### src/rtl/write_pointer_full_flags_if.sv
// Write-side FIFO pointer bus: the request/clear/read-pointer inputs and the
// pointer, address, level and flag outputs of write_pointer_full_flags.
interface write_pointer_full_flags_if #(
    parameter int address_size = 4
);
    logic                    write_increment;
    logic [address_size:0]   write_to_read_pointer;
    logic                    write_overflow_clear;
    logic                    write_accept;
    logic [address_size-1:0] write_address;
    logic [address_size:0]   write_pointer;
    logic                    write_full;
    logic                    write_almost_full;
    logic [address_size:0]   write_level;
    logic                    write_overflow;

    modport master (
        output write_increment,
        output write_to_read_pointer,
        output write_overflow_clear,
        input  write_accept,
        input  write_address,
        input  write_pointer,
        input  write_full,
        input  write_almost_full,
        input  write_level,
        input  write_overflow
    );

    modport slave (
        input  write_increment,
        input  write_to_read_pointer,
        input  write_overflow_clear,
        output write_accept,
        output write_address,
        output write_pointer,
        output write_full,
        output write_almost_full,
        output write_level,
        output write_overflow
    );
endinterface

### src/rtl/write_pointer_full_flags.sv
// Write-domain pointer, fill level and full/almost-full/overflow flags for an
// async FIFO; consumes the Gray read pointer already synchronised into write_clk.
module write_pointer_full_flags #(
    parameter int address_size          = 4,
    parameter int almost_full_threshold = 14
) (
    input logic                         write_clk,
    input logic                         write_reset,
    write_pointer_full_flags_if.slave   bus
);
    localparam logic [address_size:0] almost_full_level = (address_size + 1)'(almost_full_threshold);

    logic [address_size:0] bin;
    logic [address_size:0] bin_next;
    logic [address_size:0] gray_next;
    logic [address_size:0] gray_reg;
    logic [address_size:0] rbin;
    logic [address_size:0] level_next;
    logic [address_size:0] level_reg;
    logic [address_size:0] full_match;
    logic                  accept;
    logic                  full_reg;
    logic                  almost_full_reg;
    logic                  overflow_reg;

    // Full when the next write pointer sits exactly one lap ahead of the read
    // pointer; in Gray code that means the top two bits differ and the rest match.
    always_comb begin
        accept     = bus.write_increment & ~full_reg;
        bin_next   = bin + {{address_size{1'b0}}, accept};
        gray_next  = (bin_next >> 1) ^ bin_next;
        rbin       = '0;
        for (int i = 0; i <= address_size; i++) begin
            rbin[i] = ^(bus.write_to_read_pointer >> i);
        end
        level_next = bin_next - rbin;
        full_match = {~bus.write_to_read_pointer[address_size:address_size-1],
                      bus.write_to_read_pointer[address_size-2:0]};
    end

    always_ff @(posedge write_clk or posedge write_reset) begin
        if (write_reset) begin
            bin             <= '0;
            gray_reg        <= '0;
            full_reg        <= 1'b0;
            almost_full_reg <= 1'b0;
            level_reg       <= '0;
            overflow_reg    <= 1'b0;
        end else begin
            bin             <= bin_next;
            gray_reg        <= gray_next;
            full_reg        <= (gray_next == full_match);
            almost_full_reg <= (level_next >= almost_full_level);
            level_reg       <= level_next;
            // A refused write wins over a clear in the same cycle.
            if (bus.write_increment & full_reg) begin
                overflow_reg <= 1'b1;
            end else if (bus.write_overflow_clear) begin
                overflow_reg <= 1'b0;
            end
        end
    end

    assign bus.write_accept      = accept;
    assign bus.write_address     = bin[address_size-1:0];
    assign bus.write_pointer     = gray_reg;
    assign bus.write_full        = full_reg;
    assign bus.write_almost_full = almost_full_reg;
    assign bus.write_level       = level_reg;
    assign bus.write_overflow    = overflow_reg;
endmodule
### src/flat_wrapper.sv
// flat-port wrapper written by rule: the top's interface ports become plain ports
module write_pointer_full_flags_flat 
#(
    parameter int address_size          = 4,
    parameter int almost_full_threshold = 14
)
  (write_clk, write_reset, bus_write_increment, bus_write_to_read_pointer, bus_write_overflow_clear, bus_write_accept, bus_write_address, bus_write_pointer, bus_write_full, bus_write_almost_full, bus_write_level, bus_write_overflow);
  write_pointer_full_flags_if #(.address_size(address_size)) bus_i ();
  input logic write_clk;
  input logic write_reset;
  input wire logic [$bits(bus_i.write_increment)-1:0] bus_write_increment;
  input wire logic [$bits(bus_i.write_to_read_pointer)-1:0] bus_write_to_read_pointer;
  input wire logic [$bits(bus_i.write_overflow_clear)-1:0] bus_write_overflow_clear;
  output wire logic [$bits(bus_i.write_accept)-1:0] bus_write_accept;
  output wire logic [$bits(bus_i.write_address)-1:0] bus_write_address;
  output wire logic [$bits(bus_i.write_pointer)-1:0] bus_write_pointer;
  output wire logic [$bits(bus_i.write_full)-1:0] bus_write_full;
  output wire logic [$bits(bus_i.write_almost_full)-1:0] bus_write_almost_full;
  output wire logic [$bits(bus_i.write_level)-1:0] bus_write_level;
  output wire logic [$bits(bus_i.write_overflow)-1:0] bus_write_overflow;
  assign bus_i.write_increment = bus_write_increment;
  assign bus_i.write_to_read_pointer = bus_write_to_read_pointer;
  assign bus_i.write_overflow_clear = bus_write_overflow_clear;
  assign bus_write_accept = bus_i.write_accept;
  assign bus_write_address = bus_i.write_address;
  assign bus_write_pointer = bus_i.write_pointer;
  assign bus_write_full = bus_i.write_full;
  assign bus_write_almost_full = bus_i.write_almost_full;
  assign bus_write_level = bus_i.write_level;
  assign bus_write_overflow = bus_i.write_overflow;
  write_pointer_full_flags #(.address_size(address_size), .almost_full_threshold(almost_full_threshold)) u_core (.write_clk(write_clk), .write_reset(write_reset), .bus(bus_i));
endmodule
### config.mk
export PLATFORM = sky130hd
export DESIGN_NAME = write_pointer_full_flags_flat
export DESIGN_NICKNAME = d
export VERILOG_FILES = /design/src/rtl/write_pointer_full_flags_if.sv /design/src/rtl/write_pointer_full_flags.sv /design/src/flat_wrapper.sv
export SDC_FILE = /design/constraint.sdc
export NUM_CORES = 1
export LEC_CHECK = 0
export BUFFER_PORTS_ARGS = -buffer_cell sky130_fd_sc_hd__buf_4
export CAP_MARGIN = 20
export CORE_MARGIN = 5
export CORE_UTILIZATION = 25
export DETAILED_ROUTE_END_ITERATION = 6
export SETUP_SLACK_MARGIN = 0.2
export SLEW_MARGIN = 25
export SYNTH_ARGS = -nofsm -noshare
export SYNTH_HDL_FRONTEND = slang
export SYNTH_SLANG_ARGS = --single-unit
### constraint.sdc
create_clock -name write_clk -period 6.95 [get_ports write_clk]
set_input_delay 1.0425 -clock write_clk [delete_from_list [all_inputs] [get_ports write_clk]]
set_output_delay 1.0425 -clock write_clk [all_outputs]
set_load 0.02 [all_outputs]
# [Word-level counts from Yosys, hierarchy flattened]
# Index checks and enable logic that the tools add are counted.
[word_totals] reg_bits=18 input_bits=9 rom_bits=0 out_inout_bits=18 n_memories=0 mem_bits_rw=0 latch_bits=0 elab_cells=23
[op_classes] addsub=2 reduce_logical=6 mux=2 n_mul=0 order_cmp=1 n_eq_ne=1 div=0 bitwise_logic=5 n_shift=0
[op_table] op="$reduce_xor 5->1" n=5
[op_table] op="$add 5x1->5" n=1
[op_table] op="$eq 5x5->1" n=1
[op_table] op="$ge 5x4->1 const B" n=1
[op_table] op="$sub 5x5->5" n=1
[op_table] op="$xor 4x5->5" n=1
[op_table] op="$and 1x1->1" n=2
[op_table] op="$mux 1" n=2
[op_table] op="$not 2->2" n=1
[op_table] op="$reduce_bool 2->1" n=1
[op_table] op="$not 1->1" n=1

# [Longest topological paths before layout]
[depth] ltp_word=5 mapped_depth=11 mapped_depth_nobuf=11

# [Worst setup path after synthesis]
# OpenSTA, ideal clock, no wires.
[synth_timing] path_type="in2reg" from="input bus_write_increment" to="register u_core.almost_full_reg, in the netlist u_core.bus.write_almost_full" required_ps=6818 setup_time_ps=132 n_path_buf=0 t_arrival_ps=3491 slack_ps=3327 cell_stages=10 path_cell_list="nor2b_1 ha_1 ha_1 xor2_1 ha_1 nor2b_1 or3b_2 nand3_1 o211a_1 o22ai_1"
[synth_via] elab_chain_cells=4
[synth_rtl] item="start: declaration" line="flat_wrapper.sv:11" rtl="input wire logic [$bits(bus_i.write_increment)-1:0] bus_write_increment;"
[synth_rtl] item="$and 1x1->1" line="write_pointer_full_flags.sv:29" rtl="accept = bus.write_increment & ~full_reg;"
[synth_rtl] item="$add 5x1->5" line="write_pointer_full_flags.sv:30" rtl="bin_next = bin + {{address_size{1'b0}}, accept};"
[synth_rtl] item="via u_core.bin_next[2]" line="write_pointer_full_flags.sv:14" rtl="logic [address_size:0] bin_next;"
[synth_rtl] item="$sub 5x5->5" line="write_pointer_full_flags.sv:36" rtl="level_next = bin_next - rbin;"
[synth_rtl] item="$ge 5x4->1" line="write_pointer_full_flags.sv:53" rtl="almost_full_reg <= (level_next >= almost_full_level);"
[synth_rtl] item="end signal: assignment" line="write_pointer_full_flags.sv:53"
[synth_rtl] item="end: declaration" line="write_pointer_full_flags.sv:23" rtl="logic almost_full_reg;"
# The timed path passes the listed nets, and every way through them passes these cells.
# A chain may end at the register's enable or synchronous reset.

# [Worst setup path after layout]
[layout_timing] from="input bus_write_to_read_pointer[3]" to="register u_core.almost_full_reg, in the netlist u_core.bus.write_almost_full"
[layout_via] elab_chain_cells=3 word_cells_on_any_way=6 classes_between="1 x add/sub; 1 x order compare; 4 x reduce/logical"
[layout_rtl] item="start: declaration" line="flat_wrapper.sv:12" rtl="input wire logic [$bits(bus_i.write_to_read_pointer)-1:0] bus_write_to_read_pointer;"
[layout_rtl] item="$reduce_xor 5->1" line="write_pointer_full_flags.sv:34" rtl="rbin[i] = ^(bus.write_to_read_pointer >> i);"
[layout_rtl] item="$sub 5x5->5 *" line="write_pointer_full_flags.sv:36"
[layout_rtl] item="$ge 5x4->1 *" line="write_pointer_full_flags.sv:53"
# Every way passes the cells marked *; elsewhere a longest branch is shown, timed or not.

==> flow_summary_export.csv <==
group,metric,value,unit
outcome,status,"completed",
routing,wl_met1,800,um
timing,tightest_slew,0.657,ns
pwr,total_power,726,uW
clock_tree,clkSinkCount,17,
finish,drive_above_1_share,0.321,
logic_synthesis,synth_top_area_share,0.460,
die,initial_utilization,0.254,
clock_tree,cts-root-buf,"clkbuf_8",
logic_synthesis,ys_types,26,
logic_synthesis,synth_area,925,um2
clock_tree,ctsResizeCount,0,
timing,clock_skew,0.00115,ns
flow_run,cap_violations,0,
logic_synthesis,syn-num-nets,94,
finish,n_fill_cell,384,
timing,hold_viol_final,0,
logic_synthesis,ys_seq_area_frac,0.460,
clock_tree,holdBufCountCts,0,
die,fp.dieW,70.8,um
place,dp_hpwl,1510,um
routing,drcViolationCount,0,
global_route,grt_first_pass_wirelength,3370,um
logic_synthesis,synth_cells,79,
logic_synthesis,synth_top_area_cell,"dfrtp_1",
clock_tree,cts_setup_buffers,0,
logic_synthesis,synth_ff_type,"dfrtp_1",
clock_tree,cts.path.max_buffers,2,
finish,final_core_util,0.337,
pwr,switchingPower,319,uW
routing,wire_per_inst,12.0,um
place,port_buffers,26,
timing,finalCriticalPeriod,3.54,ns
global_route,grt_use_total,0.0850,
pwr,powerDensity,592,nW/um2
routing,wirelength,1880,um
timing,min_period_over_period,0.509,
die,die_y,70.8,um
worst_setup_path,path_class,"primary input to register",
worst_setup_path,crit_path_end_kind,"register",
pwr,clockPowerShare,0.102,
pwr,leakage,0.000592,uW
worst_setup_path,cp.required,7.08,ns
hold_path,min_path_type,"register to register",
clock_tree,cts_tree,"yes",
global_route,grt_pass1_vias,757,
finish,n_antenna_cell,0,
logic_synthesis,synth_commonest_cells,"dfrtp_1 (17), inv_1 (10), xnor2_1 (10)",
global_route,grt_antenna_before_repair,0,
pwr,power_frac_seq,0.256,
timing,drv_slew,0,
worst_setup_path,start_kind,"primary input",
place,gp_congestion,0.716,
clock_tree,clk_latency,0.25,ns
logic_synthesis,synth_seq_cells,17,
logic_synthesis,yosys.cell_count.top_type,"dfrtp_1",
timing,slew_headroom,0.562,
routing,final_antenna_net_count,0,
timing,setup_viol,0,
worst_setup_path,crit_fanout,4,
logic_synthesis,ys_warn_count,0,
routing,vias,646,
die,io_pins,27,
worst_setup_path,crit_arrival,3.66,ns
pwr,p_int,406,uW
die,num_rows,22,
die,design.core.area,3630,um2
clock_tree,cts_max_level,1,
pwr,power_frac_comb,0.643,
timing,fin_tns_setup,0,ns
clock_tree,path_clk_slew,0.07,ns
routing,firstDrtPassIters,3,
timing,rsz0062_at_grt,"no",
logic_synthesis,avgSynthCellArea,11.7,um2
pwr,netSwitchingFraction,0.440,
timing,fmax,283,MHz
clock_tree,cts_buffers,3,
routing,viasPerCell,4.11,
pwr,vdd_drop_max,0.233,mV
global_route,grt_max_degree,18,
routing,first_iter_violations,41,
die,dieArea,5010,um2
finish,nets,125,
routing,wl_met2,944,um
finish,area_delta_synth_final,32.6,%
logic_synthesis,synth_edf_count,0,
logic_synthesis,synthTopCellsByArea,"dfrtp_1 (46%), xnor2_1 (9.5%), ha_1 (6.8%)",
routing,route.met3.wl,121,um
routing,dr.max_layer_used,"met4",
global_route,gr-total-overflow,0,
logic_synthesis,synthArstFlopShare,1.00,
## critical path, cell delays in order
cell and delay, ns:
buf_4 0.13, xor2_1 0.27, xnor2_1 0.20, xor2_1 0.31
xnor2_1 0.11, ha_1 0.23, fa_1 0.40, nor2b_1 0.25
or3b_2 0.19, a21oi_1 0.06, a211oi_1 0.32, o22ai_1 0.14
## cells by family after synthesis
kind of cell | count (synthesis) | synth area share
xor+xnor | 19 | 0.223
flops | 17 | 0.460
compound gates | 14 | 0.101
simple gates | 13 | 0.0852
buf+inv | 10 | 0.0406
fa+ha+maj | 6 | 0.0893
## flip-flops by register name, summed over array words and instances, names as in the netlist
name                          count
u_core.bus.write_pointer          4
u_core.bus.write_almost_full      1
u_core.bin                        5
u_core.bus.write_overflow         1
u_core.bus.write_full             1
u_core.bus.write_level            5
## layout make-up
class | count | area (um2) | area share
Inverter | 10 | 37.5 | 0.0306
Tap cell | 48 | 60.1 | 0.0490
Clock buffer | 3 | 41.3 | 0.0337
Clock inverter | 1 | 5.00 | 0.00408
Timing Repair Buffer | 26 | 195 | 0.159
Sequential cell | 17 | 425 | 0.347
Multi-Input combinational cell | 52 | 462 | 0.377
## cell usage in the layout (no fill, tap or decap)
cell type / instances
fa_1: 1
xor2_1: 6
a21o_1: 1
a211oi_2: 1
xnor2_4: 1
and4b_1: 1
clkinv_2: 1
nor2b_1: 2
o211a_1: 1
o31ai_1: 1
a21boi_0: 1
nand3_1: 3
a21oi_1: 2
o21ai_0: 5
nand2_1: 3
ha_1: 5
xnor3_1: 1
o22ai_1: 1
inv_1: 10
or3_1: 1
or3b_2: 1
xnor2_1: 10
nor2_1: 1
dfrtp_1: 17
clkbuf_8: 3
and3_4: 1
buf_4: 26
xnor2_2: 1
a211oi_1: 1
## metal layers
layer | track usage | vias up
met5 | 0 | -
met3 | 0.0398 | 2
met2 | 0.144 | 15
met4 | 0.0251 | 0
met1 | 0.0949 | 306
li1 | - | 323
## power groups by stage
| stage | logic [uW] | clock network (uW) | registers [uW] |
|---|---|---|---|
| detailed placement | 472 | 0 | 188 |
| global route | 527 | 84.1 | 194 |
| CTS | 475 | 77.6 | 186 |
| global placement | 462 | 0 | 187 |
| floorplan | 268 | 0 | 247 |
| finish | 466 | 73.8 | 185 |
## per-stage QoR
stage	area [um2]	hold WS (ns)	cells	setup WS, ns
after floorplan	925	0.601	79	3.33
after global placement	1180	0.494	153	3.30
after detailed placement	1180	0.510	153	3.19
after CTS	1230	0.531	157	3.43
after global routing	1230	0.576	157	3.13
final	1230	0.520	157	3.41
## worst paths after layout
path                                                           to  depth (start not counted)  slack (ns)                            start
max                        u_core.bus.write_almost_full$_DFF_PP0_                         12        3.41     bus_write_to_read_pointer[3]
min                         u_core.bus.write_overflow$_DFFE_PP0P_                          2        0.52  u_core.bus.write_full$_DFF_PP0_
max reg2reg                u_core.bus.write_almost_full$_DFF_PP0_                         10        3.93  u_core.bus.write_full$_DFF_PP0_
min reg2reg                 u_core.bus.write_overflow$_DFFE_PP0P_                          2        0.52  u_core.bus.write_full$_DFF_PP0_
max in group asynchronous   u_core.bus.write_pointer[2]$_DFF_PP0_                          2        5.65                      write_reset
min in group asynchronous   u_core.bus.write_pointer[1]$_DFF_PP0_                          2        0.88                      write_reset
Note: power is estimated with default switching activity, not from simulation.
